===== src/rtl/mul_share_arb_pkg.sv =====
// Shared types, default sizes and a small index helper for the mul_share_arb block.
package mul_share_arb_pkg;

  typedef enum logic [1:0] {
    IDLE = 2'd0,
    BUSY = 2'd1,
    DONE = 2'd2
  } state_t;

  localparam int DEFAULT_WIDTH = 32;
  localparam int DEFAULT_NREQ  = 4;

  function automatic int wrap_inc(input int idx, input int n);
    if (idx + 1 >= n) begin
      return 0;
    end else begin
      return idx + 1;
    end
  endfunction

endpackage


===== src/rtl/serial_mul_core.sv =====
// Shift-add serial multiplier datapath: one partial product per step, low WIDTH bits kept.
// Early termination is selected by MUL_SHARE_ARB_EARLY_TERM_EN.
module serial_mul_core
  import mul_share_arb_pkg::*;
#(
  parameter int WIDTH = DEFAULT_WIDTH
) (
  input  logic             clk,
  input  logic             rst,
  input  logic             load,
  input  logic             step,
  input  logic [WIDTH-1:0] a_in,
  input  logic [WIDTH-1:0] b_in,
  output logic [WIDTH-1:0] product,
  output logic             done
);

  localparam int CNTW = $clog2(WIDTH + 1);

  logic [WIDTH-1:0] acc;
  logic [WIDTH-1:0] a;
  logic [WIDTH-1:0] b;
  logic [CNTW-1:0]  count;
  logic [WIDTH-1:0] acc_next;
  logic [WIDTH-1:0] a_next;
  logic [WIDTH-1:0] b_next;
  logic [CNTW-1:0]  count_next;

  // Next values of one shift-add step.
  always_comb begin
    if (b[0]) begin
      acc_next = acc + a;
    end else begin
      acc_next = acc;
    end
    a_next     = a << 1;
    b_next     = b >> 1;
    count_next = count + CNTW'(1);
  end

  assign product = acc_next;

`ifdef MUL_SHARE_ARB_EARLY_TERM_EN
  // Once the shifted multiplier is empty no further partial products can contribute.
  assign done = (b_next == '0) || (count == CNTW'(WIDTH - 1));
`else
  assign done = (count == CNTW'(WIDTH - 1));
`endif

  // Datapath registers: cleared on reset, loaded on accept, advanced on each busy step.
  always_ff @(posedge clk) begin
    if (rst) begin
      acc   <= '0;
      a     <= '0;
      b     <= '0;
      count <= '0;
    end else if (load) begin
      acc   <= '0;
      a     <= a_in;
      b     <= b_in;
      count <= '0;
    end else if (step) begin
      acc   <= acc_next;
      a     <= a_next;
      b     <= b_next;
      count <= count_next;
    end else begin
      acc   <= acc;
      a     <= a;
      b     <= b;
      count <= count;
    end
  end

endmodule


===== src/rtl/mul_share_arb.sv =====
// Round-robin arbiter sharing one serial_mul_core among NREQ requesters.
// Optional early termination: define MUL_SHARE_ARB_EARLY_TERM_EN.
module mul_share_arb
  import mul_share_arb_pkg::*;
#(
  parameter int NREQ  = DEFAULT_NREQ,
  parameter int WIDTH = DEFAULT_WIDTH
) (
  input  logic                  clk,
  input  logic                  rst,
  input  logic [NREQ-1:0]       req_valid,
  output logic [NREQ-1:0]       req_ready,
  input  logic [NREQ*WIDTH-1:0] req_a,
  input  logic [NREQ*WIDTH-1:0] req_b,
  output logic [NREQ-1:0]       rsp_valid,
  output logic [WIDTH-1:0]      rsp_result,
  output logic                  busy
);

  localparam int IDXW = (NREQ > 1) ? $clog2(NREQ) : 1;
  localparam int CW   = IDXW + 1;

  state_t           state;
  logic [IDXW-1:0]  ptr;
  logic [IDXW-1:0]  index;
  logic [NREQ-1:0]  grant;
  logic [IDXW-1:0]  grant_idx;
  logic             any_valid;
  logic [CW-1:0]    cand;
  logic [WIDTH-1:0] sel_a;
  logic [WIDTH-1:0] sel_b;
  logic             load;
  logic             step;
  logic             core_done;
  logic [WIDTH-1:0] product;

  // Round-robin search: first valid requester at or after ptr, wrapping past NREQ-1.
  always_comb begin
    grant     = '0;
    grant_idx = '0;
    any_valid = 1'b0;
    cand      = '0;
    for (int off = 0; off < NREQ; off++) begin
      cand = {1'b0, ptr} + CW'(off);
      if (cand >= CW'(NREQ)) begin
        cand = cand - CW'(NREQ);
      end else begin
        cand = cand;
      end
      if (!any_valid && req_valid[cand]) begin
        any_valid       = 1'b1;
        grant_idx       = cand[IDXW-1:0];
        grant[cand]     = 1'b1;
      end else begin
        any_valid = any_valid;
      end
    end
  end

  // The accept handshake must answer in the same cycle as the request.
  always_comb begin
    if (state == IDLE && !rst) begin
      req_ready = grant;
    end else begin
      req_ready = '0;
    end
  end

  assign sel_a = req_a[int'(grant_idx)*WIDTH +: WIDTH];
  assign sel_b = req_b[int'(grant_idx)*WIDTH +: WIDTH];
  assign load  = (state == IDLE) && any_valid;
  assign step  = (state == BUSY);

  serial_mul_core #(
    .WIDTH (WIDTH)
  ) u_core (
    .clk     (clk),
    .rst     (rst),
    .load    (load),
    .step    (step),
    .a_in    (sel_a),
    .b_in    (sel_b),
    .product (product),
    .done    (core_done)
  );

  // Control FSM with registered response and busy outputs.
  always_ff @(posedge clk) begin
    if (rst) begin
      state      <= IDLE;
      ptr        <= '0;
      index      <= '0;
      rsp_valid  <= '0;
      rsp_result <= '0;
      busy       <= 1'b0;
    end else begin
      case (state)
        IDLE: begin
          rsp_valid  <= '0;
          rsp_result <= '0;
          if (any_valid) begin
            state <= BUSY;
            index <= grant_idx;
            busy  <= 1'b1;
          end else begin
            busy  <= 1'b0;
          end
        end
        BUSY: begin
          if (core_done) begin
            state      <= DONE;
            rsp_valid  <= NREQ'(1'b1) << index;
            rsp_result <= product;
          end else begin
            state <= BUSY;
          end
        end
        DONE: begin
          state      <= IDLE;
          busy       <= 1'b0;
          rsp_valid  <= '0;
          rsp_result <= '0;
          ptr        <= IDXW'(wrap_inc(int'(index), NREQ));
        end
        default: begin
          state      <= IDLE;
          busy       <= 1'b0;
          rsp_valid  <= '0;
          rsp_result <= '0;
        end
      endcase
    end
  end

endmodule

===== config.mk =====
export PLATFORM = sky130hd
export DESIGN_NAME = mul_share_arb
export DESIGN_NICKNAME = d
export VERILOG_FILES = /design/src/rtl/mul_share_arb_pkg.sv /design/src/rtl/serial_mul_core.sv /design/src/rtl/mul_share_arb.sv
export SDC_FILE = /design/constraint.sdc
export NUM_CORES = 1
export LEC_CHECK = 0
export ABC_AREA = 1
export CAP_MARGIN = 10
export CELL_PAD_IN_SITES_DETAIL_PLACEMENT = 0
export CELL_PAD_IN_SITES_GLOBAL_PLACEMENT = 2
export CORE_ASPECT_RATIO = 1.1
export CORE_UTILIZATION = 27
export CTS_BUF_LIST = sky130_fd_sc_hd__clkbuf_16
export DETAILED_ROUTE_END_ITERATION = 10
export PLACE_DENSITY = 0.93
export SETUP_SLACK_MARGIN = 0.4
export SLEW_MARGIN = 20
export SYNTH_ARGS = -nofsm -noshare
export SYNTH_HDL_FRONTEND = slang
export SYNTH_HIERARCHICAL = 1
export SYNTH_SLANG_ARGS = --single-unit

===== constraint.sdc =====
create_clock -name clk -period 6 [get_ports clk]
set_input_delay 0.9 -clock clk [delete_from_list [all_inputs] [get_ports clk]]
set_output_delay 0.9 -clock clk [all_outputs]
set_load 0.05 [all_outputs]

==> results of run 1 <==
[kinds of logic (layout without fill, tap and decap cells)]
logic type,count (synthesis),in the layout,share of synthesized area (%)
buffers and inverters,655,898,21.7
XOR/XNOR,10,10,0.695
AO/OA/AOI/OAI,224,224,10.1
flip-flops,145,145,23.0
adder cells (fa/ha/maj),42,42,4.23
AND/OR/NAND/NOR,1203,1203,40.2
[report_power, final]
part           switching, W  leakage [nW]  internal (W)
combinational      0.000613          7.54      0.000416
clock              0.000507         0.301      0.000636
sequential        0.0000683          1.19       0.00104
total               0.00119          9.03       0.00209
[worst paths after layout]
| check | cells after the start | start | slack, ps | endpoint |
|---|---|---|---|---|
| hold / removal | 2 | rsp_result[8]$_SDFFE_PP0P_ | 460 | rsp_result[8]$_SDFFE_PP0P_ |
| setup reg to reg | 14 | ptr[0]$_SDFFE_PP0N_ | 2090 | u_core/a[23]$_SDFFE_PP0P_ |
| hold reg to reg | 2 | rsp_result[8]$_SDFFE_PP0P_ | 460 | rsp_result[8]$_SDFFE_PP0P_ |
| setup / recovery | 10 | ptr[0]$_SDFFE_PP0N_ | 1630 | req_ready[1] |
[worst reg2reg max path: stages, from the launching register on]
cell	delay, ps
dfxtp_1	670
inv_6	110
ha_1	390
inv_1	150
nand3_1	130
a21oi_1	220
nand3_1	100
nand2_1	120
inv_2	210
nor2_4	560
inv_1	460
buf_4	360
o221ai_1	220
nand2_1	80
inv_1	60
[per-stage QoR]
stage / hold slack, ps / utilization (%) / worst slack (ps)
CTS: 468 / 36.1 / 1670
global placement: 454 / 34.7 / 1920
global route: 478 / 36.1 / 1390
detailed placement: 457 / 34.7 / 1800
finish: 463 / 36.1 / 1630
floorplan: 432 / - / 3150
[layer usage]
metal / global-route usage [%] / part of all wire, % / wire, µm / vias to the layer above
li1: - / - / - / 7372
met1: 24.0 / 44 / 20800 / 6500
met2: 36.9 / 51 / 24300 / 286
met3: 2.80 / 3.8 / 1810 / 28
met4: 3.59 / 1.1 / 511 / 0
met5: 0 / 0 / 0 / -
[registers in the layout, summed over array words and instances (netlist names)]
| name | cells |
|---|---|
| rsp_result | 32 |
| u_core/acc | 32 |
| u_core/count | 6 |
| index | 2 |
| rsp_valid | 4 |
| u_core/b | 32 |
| busy | 1 |
| ptr | 2 |
| state | 2 |
| u_core/a | 32 |
[cell usage in the layout, fill, tap and decap left out, drive strengths merged]
| master | instances |
|---|---|
| inv | 555 |
| o22ai | 2 |
| a31o | 1 |
| nor3 | 8 |
| clkinvlp | 1 |
| buf | 18 |
| clkbuf | 17 |
| xor2 | 7 |
| nor3b | 3 |
| o21ai | 83 |
| dfxtp | 145 |
| nor2 | 130 |
| bufinv | 2 |
| fa | 1 |
| clkdlybuf4s50 | 302 |
| o21bai | 4 |
| xnor2 | 3 |
| nand3 | 325 |
| ha | 41 |
| clkinv | 3 |
| a21o | 1 |
| nand2 | 730 |
| a21boi | 2 |
| o211ai | 13 |
| a31oi | 1 |
| nand4 | 4 |
| a21oi | 87 |
| o221ai | 16 |
| a22oi | 14 |
| nand3b | 3 |
[area by class of cell]
cell class	instances	share of cell area [%]
clock inverter	15	1.14
clock buffer	17	2.58
sequential	145	17.6
timing repair buffer	320	19.4
inverter	546	12.5
multi-input combinational	1479	42.4
tap	588	4.46
==> impl_metrics.yaml, run 1 <==
floorplanning:
  pin_count: 303
  die_y_um: 229
  rows: 82
  dieWidth_um: 208
  start_util_pct: 27.5
  coreArea_mm2: 0.0458
  dieArea_mm2: 0.0475
drt:
  wl_per_cell_um: 15.2
  vias: 14200
  drt_first_pass_iters: 5
  via_per_inst: 4.56
  antenna_left: 0
  routed_wl_um: 47400
  first_iter_violations: 736
  route.detailed.drc: 0
worst_setup_path:
  crit_chain: "inv_6, ha_1, inv_1, nand3_1, a21oi_1, nand2_1, o21ai_0, o21ai_0, inv_1, clkdlybuf4s50_1"
  path_buf_inv: 4
  crit_path_end_kind: "primary output"
  critical_path_required_ps: 5100
  cp_max_fo: 10
  cp_top_family: "buffers and inverters"
  critPathSlowestCell: "clkdlybuf4s50_1"
  crit_type: "reg2out"
  slowest_delay_ps: 790
  start_kind: "register"
  crit_arrival_ps: 3470
final_layout:
  area_delta_synth_final_pct: 30.9
  num_antenna_cells: 0
  drive_above_1_share_pct: 3.77
  fillCellCount: 5084
  regArea_mm2: 0.00290
  multiInputGateArea_mm2: 0.00699
  final_cells: 3110
  design_area_mm2: 0.0165
  final_nets: 2813
synth:
  synth_most_common_cell: "nand2_1"
  synthArstFlopShare_pct: 0
  synth_cell_types: 41
  netlist_top_cells_area: "dfxtp_1, nand2_1, inv_1"
  syn_avg_cell_area_um2: 5.53
  synth.top_cell.area_share_pct: 23.0
  synth_edf_count: 0
  yosysWarnings: 6
  synth_area_mm2: 0.0126
  synth_nets: 2583
  synth-main-ff-cell: "dfxtp_1"
  yosys-top-cells-count: "nand2_1, inv_1, nand3_1"
  ys_ff_latch: 145
  syn_inst: 2279
  synth_seq_area_share_pct: 23.0
  synth_top_area_cell: "dfxtp_1"
cts:
  clk_path_buf_depth: 2
  clkSinkCount: 145
  cts_hold_buf: 0
  cts_max_level: 4
  cts_buffers: 17
  cts_root_buf: "clkbuf_16"
  worstSkewPairLatency_ps: 440
  ctsResizeCount: 0
  postCtsSetupBuffers: 0
  cts_tree: "built"
  clkSlewWorstSetupHoldPaths_ps: 70
power:
  powerDensity_mw_per_mm2: 199
  max-vdd-ir-drop_mv: 0.177
  leakagePower_nw: 9.03
  total_power_w: 0.00328
status:
  status: "finished clean"
placement:
  hpwl_um: 36900
  post_dp_cell_area_mm2: 0.0159
  port_buffers: 302
  gp_congestion: 0.868
  placed_cells: 3078
sta:
  period_share_pct: 72.8
  fmax_mhz: 229
  slew_headroom_pct: 31.3
  worstMarginPinSlew_ps: 1030
  setup_viol: 0
  fin_skew_ps: 12.2
  maxSlewViolCount: 0
  grt_setup_unrepaired: "false"
  hold_viol: 0
  tns_ps: 0
  period_minus_slack_ps: 4370
min_path:
  hold_path.class: "reg2reg"
global_route:
  track_usage_pct: 19.8
  grt_max_degree: 129
  grt_pass1_wl_um: 74800
  antenna_found_initial: 0
  grt_pass1_vias: 13900
  overflow: 0
run:
  maxCapViolCount: 0
(Power assumes the default switching activity.)
==> inputs of run 2 (changes only) <==
Settings changed: CORE_UTILIZATION 27 to 25, PLACE_DENSITY 0.93 to 0.87.
Clock period 6 ns to 4.2 ns, I/O delays scaled along.
==> impl_metrics.yaml, run 2 (synthesized netlist as in run 1, its figures left out) <==
final_layout:
  final_cells: 3181
  final_common_cell: "nand2_1"
  fin_util_pct: 33.7
  fillCellCount: 5590
  num_antenna_cells: 0
  layout_common_cells: "nand2_1, inv_1, nand3_1, clkdlybuf4s50_1, dfxtp_1"
  drive_above_1_share_pct: 3.91
  final_nets: 2821
  area_delta_synth_final_pct: 32.0
worst_setup_path:
  crit_chain: "inv_1, ha_1, inv_1, nand3_1, nand2_2, nor2_2, a21oi_1, o21ai_0, o21ai_0, inv_1, dlygate4sd2_1"
  crit_arrival_ps: 2920
  slowest_delay_ps: 520
  critical_path_required_ps: 3570
  crit_type: "reg2out"
  r2r_start: "ptr[1]$_SDFFE_PP0N_"
  r2r-end: "u_core/a[4]$_SDFFE_PP0P_"
  start_kind: "register"
  crit_path_end_kind: "primary output"
  rrSetupSlack_ps: 830
  rr_worst_depth: 16
  critPathSlowestCell: "dlygate4sd2_1"
  crit_top_cell: "inv_1"
  cp_max_fo: 7
placement:
  port_buffers: 302
  hpwl_um: 37700
  gp_congestion: 0.895
  placed_cells: 3150
  place_ws_ps: 670
sta:
  period_minus_slack_ps: 3550
  period_share_pct: 84.5
  slew_headroom_pct: 27.3
  setup_viol: 0
  fmax_mhz: 282
  worstMarginPinSlew_ps: 1080
  fin_skew_ps: 13.0
  worst_slack_ps: 652
  tns_ps: 0
  grt_setup_unrepaired: "false"
  maxSlewViolCount: 0
  hold_viol: 0
floorplanning:
  die_y_um: 237
  dieWidth_um: 216
  dieArea_mm2: 0.0513
  start_util_pct: 25.5
  pin_count: 303
  rows: 85
  coreArea_mm2: 0.0493
drt:
  vias: 14100
  drt_first_pass_iters: 5
  via_per_inst: 4.44
  routed_wl_um: 47700
  route.detailed.drc: 0
  antenna_left: 0
  first_iter_violations: 757
  wl_per_cell_um: 15.0
global_route:
  track_usage_pct: 18.6
  overflow: 0
  grt_pass1_wl_um: 75400
  grt_max_degree: 129
  antenna_found_initial: 3
  grt_pass1_vias: 13900
min_path:
  hold_path.class: "reg2reg"
  min_to: "rsp_result[27]$_SDFFE_PP0P_"
  hold_depth: 2
  min_from: "rsp_result[27]$_SDFFE_PP0P_"
power:
  p_int_w: 0.00302
  max-vdd-ir-drop_mv: 0.267
  pwr-share-seq_pct: 34.0
  powerDensity_mw_per_mm2: 279
  p_sw_w: 0.00162
  p_sw_share_pct: 34.9
  pwr-share-clk_pct: 34.0
  leakagePower_nw: 9.11
  comb_power_share_pct: 32.0
status:
  status: "finished clean"
cts:
  worstSkewPairLatency_ps: 430
  clk_path_buf_depth: 2
  cts_hold_buf: 0
  cts_root_buf: "clkbuf_16"
  cts_max_level: 4
  cts_buffers: 17
  clkSlewWorstSetupHoldPaths_ps: 60
  postCtsSetupBuffers: 0
  cts_tree: "built"
  clkSinkCount: 145
run:
  maxCapViolCount: 0
run 2: power by group through the flow:
stage	sequential, W	clock (W)	combinational [W]
2_1_floorplan	0.00157	0	0.000954
3_3_place_gp	0.00161	0	0.00150
3_5_place_dp	0.00161	0	0.00150
4_1_cts	0.00158	0.00163	0.00151
5_1_grt	0.00159	0.00169	0.00169
6_report	0.00158	0.00158	0.00149
run 2: final cells by class:
cell class / count / area (µm²) / share of cell area (%)
clock buffer: 17 / 425 / 2.56
clock inverter: 14 / 166 / 1.00
inverter: 546 / 2060 / 12.4
multi-input combinational: 1479 / 6990 / 42.0
sequential: 145 / 2900 / 17.4
tap: 652 / 816 / 4.90
timing repair buffer: 328 / 3280 / 19.7
run 2: critical path, delay by kind of cell (launching register included):
family,cells,cell delay [ps]
AO/OA/AOI/OAI,3,280
adder cells (fa/ha/maj),1,390
buffers and inverters,4,890
flip-flops,1,480
AND/OR/NAND/NOR,3,450
run 2: layer usage:
metal	vias up	share of wire, %	wire, µm	track usage [%]
li1	7373	-	-	-
met1	6392	45	21600	23.5
met2	293	49	23600	33.2
met3	46	3.5	1670	2.56
met4	6	1.7	808	4.33
met5	-	0.082	39	0
run 2: timing repair:
action / 4_1_cts / 5_1_grt
pin swaps: 0 / 0
gates cloned: 0 / 0
endpoints found under the setup margin: 2 / 3
gates resized for setup: 2 / 4
run 2: worst max-delay path by stage:
stage	start	endpoint	slack [ps]	cells after the start
final	ptr[1]$_SDFFE_PP0N_	req_ready[1]	650	11
after detailed placement	req_valid[3]	req_ready[1]	670	11
after global routing	ptr[1]$_SDFFE_PP0N_	req_ready[1]	430	10
after CTS	ptr[1]$_SDFFE_PP0N_	req_ready[0]	410	11
after floorplan	ptr[0]$_SDFFE_PP0N_	req_ready[2]	1690	11
after global placement	req_valid[3]	req_ready[1]	660	11
run 2: stage by stage:
step | power, W | area [µm²] | hold slack, ps
after floorplan | 0.00252 | 12600 | 432
after global placement | 0.00311 | 16000 | 453
after detailed placement | 0.00312 | 16000 | 453
after CTS | 0.00472 | 16600 | 463
after global routing | 0.00497 | 16600 | 478
final | 0.00465 | 16600 | 461
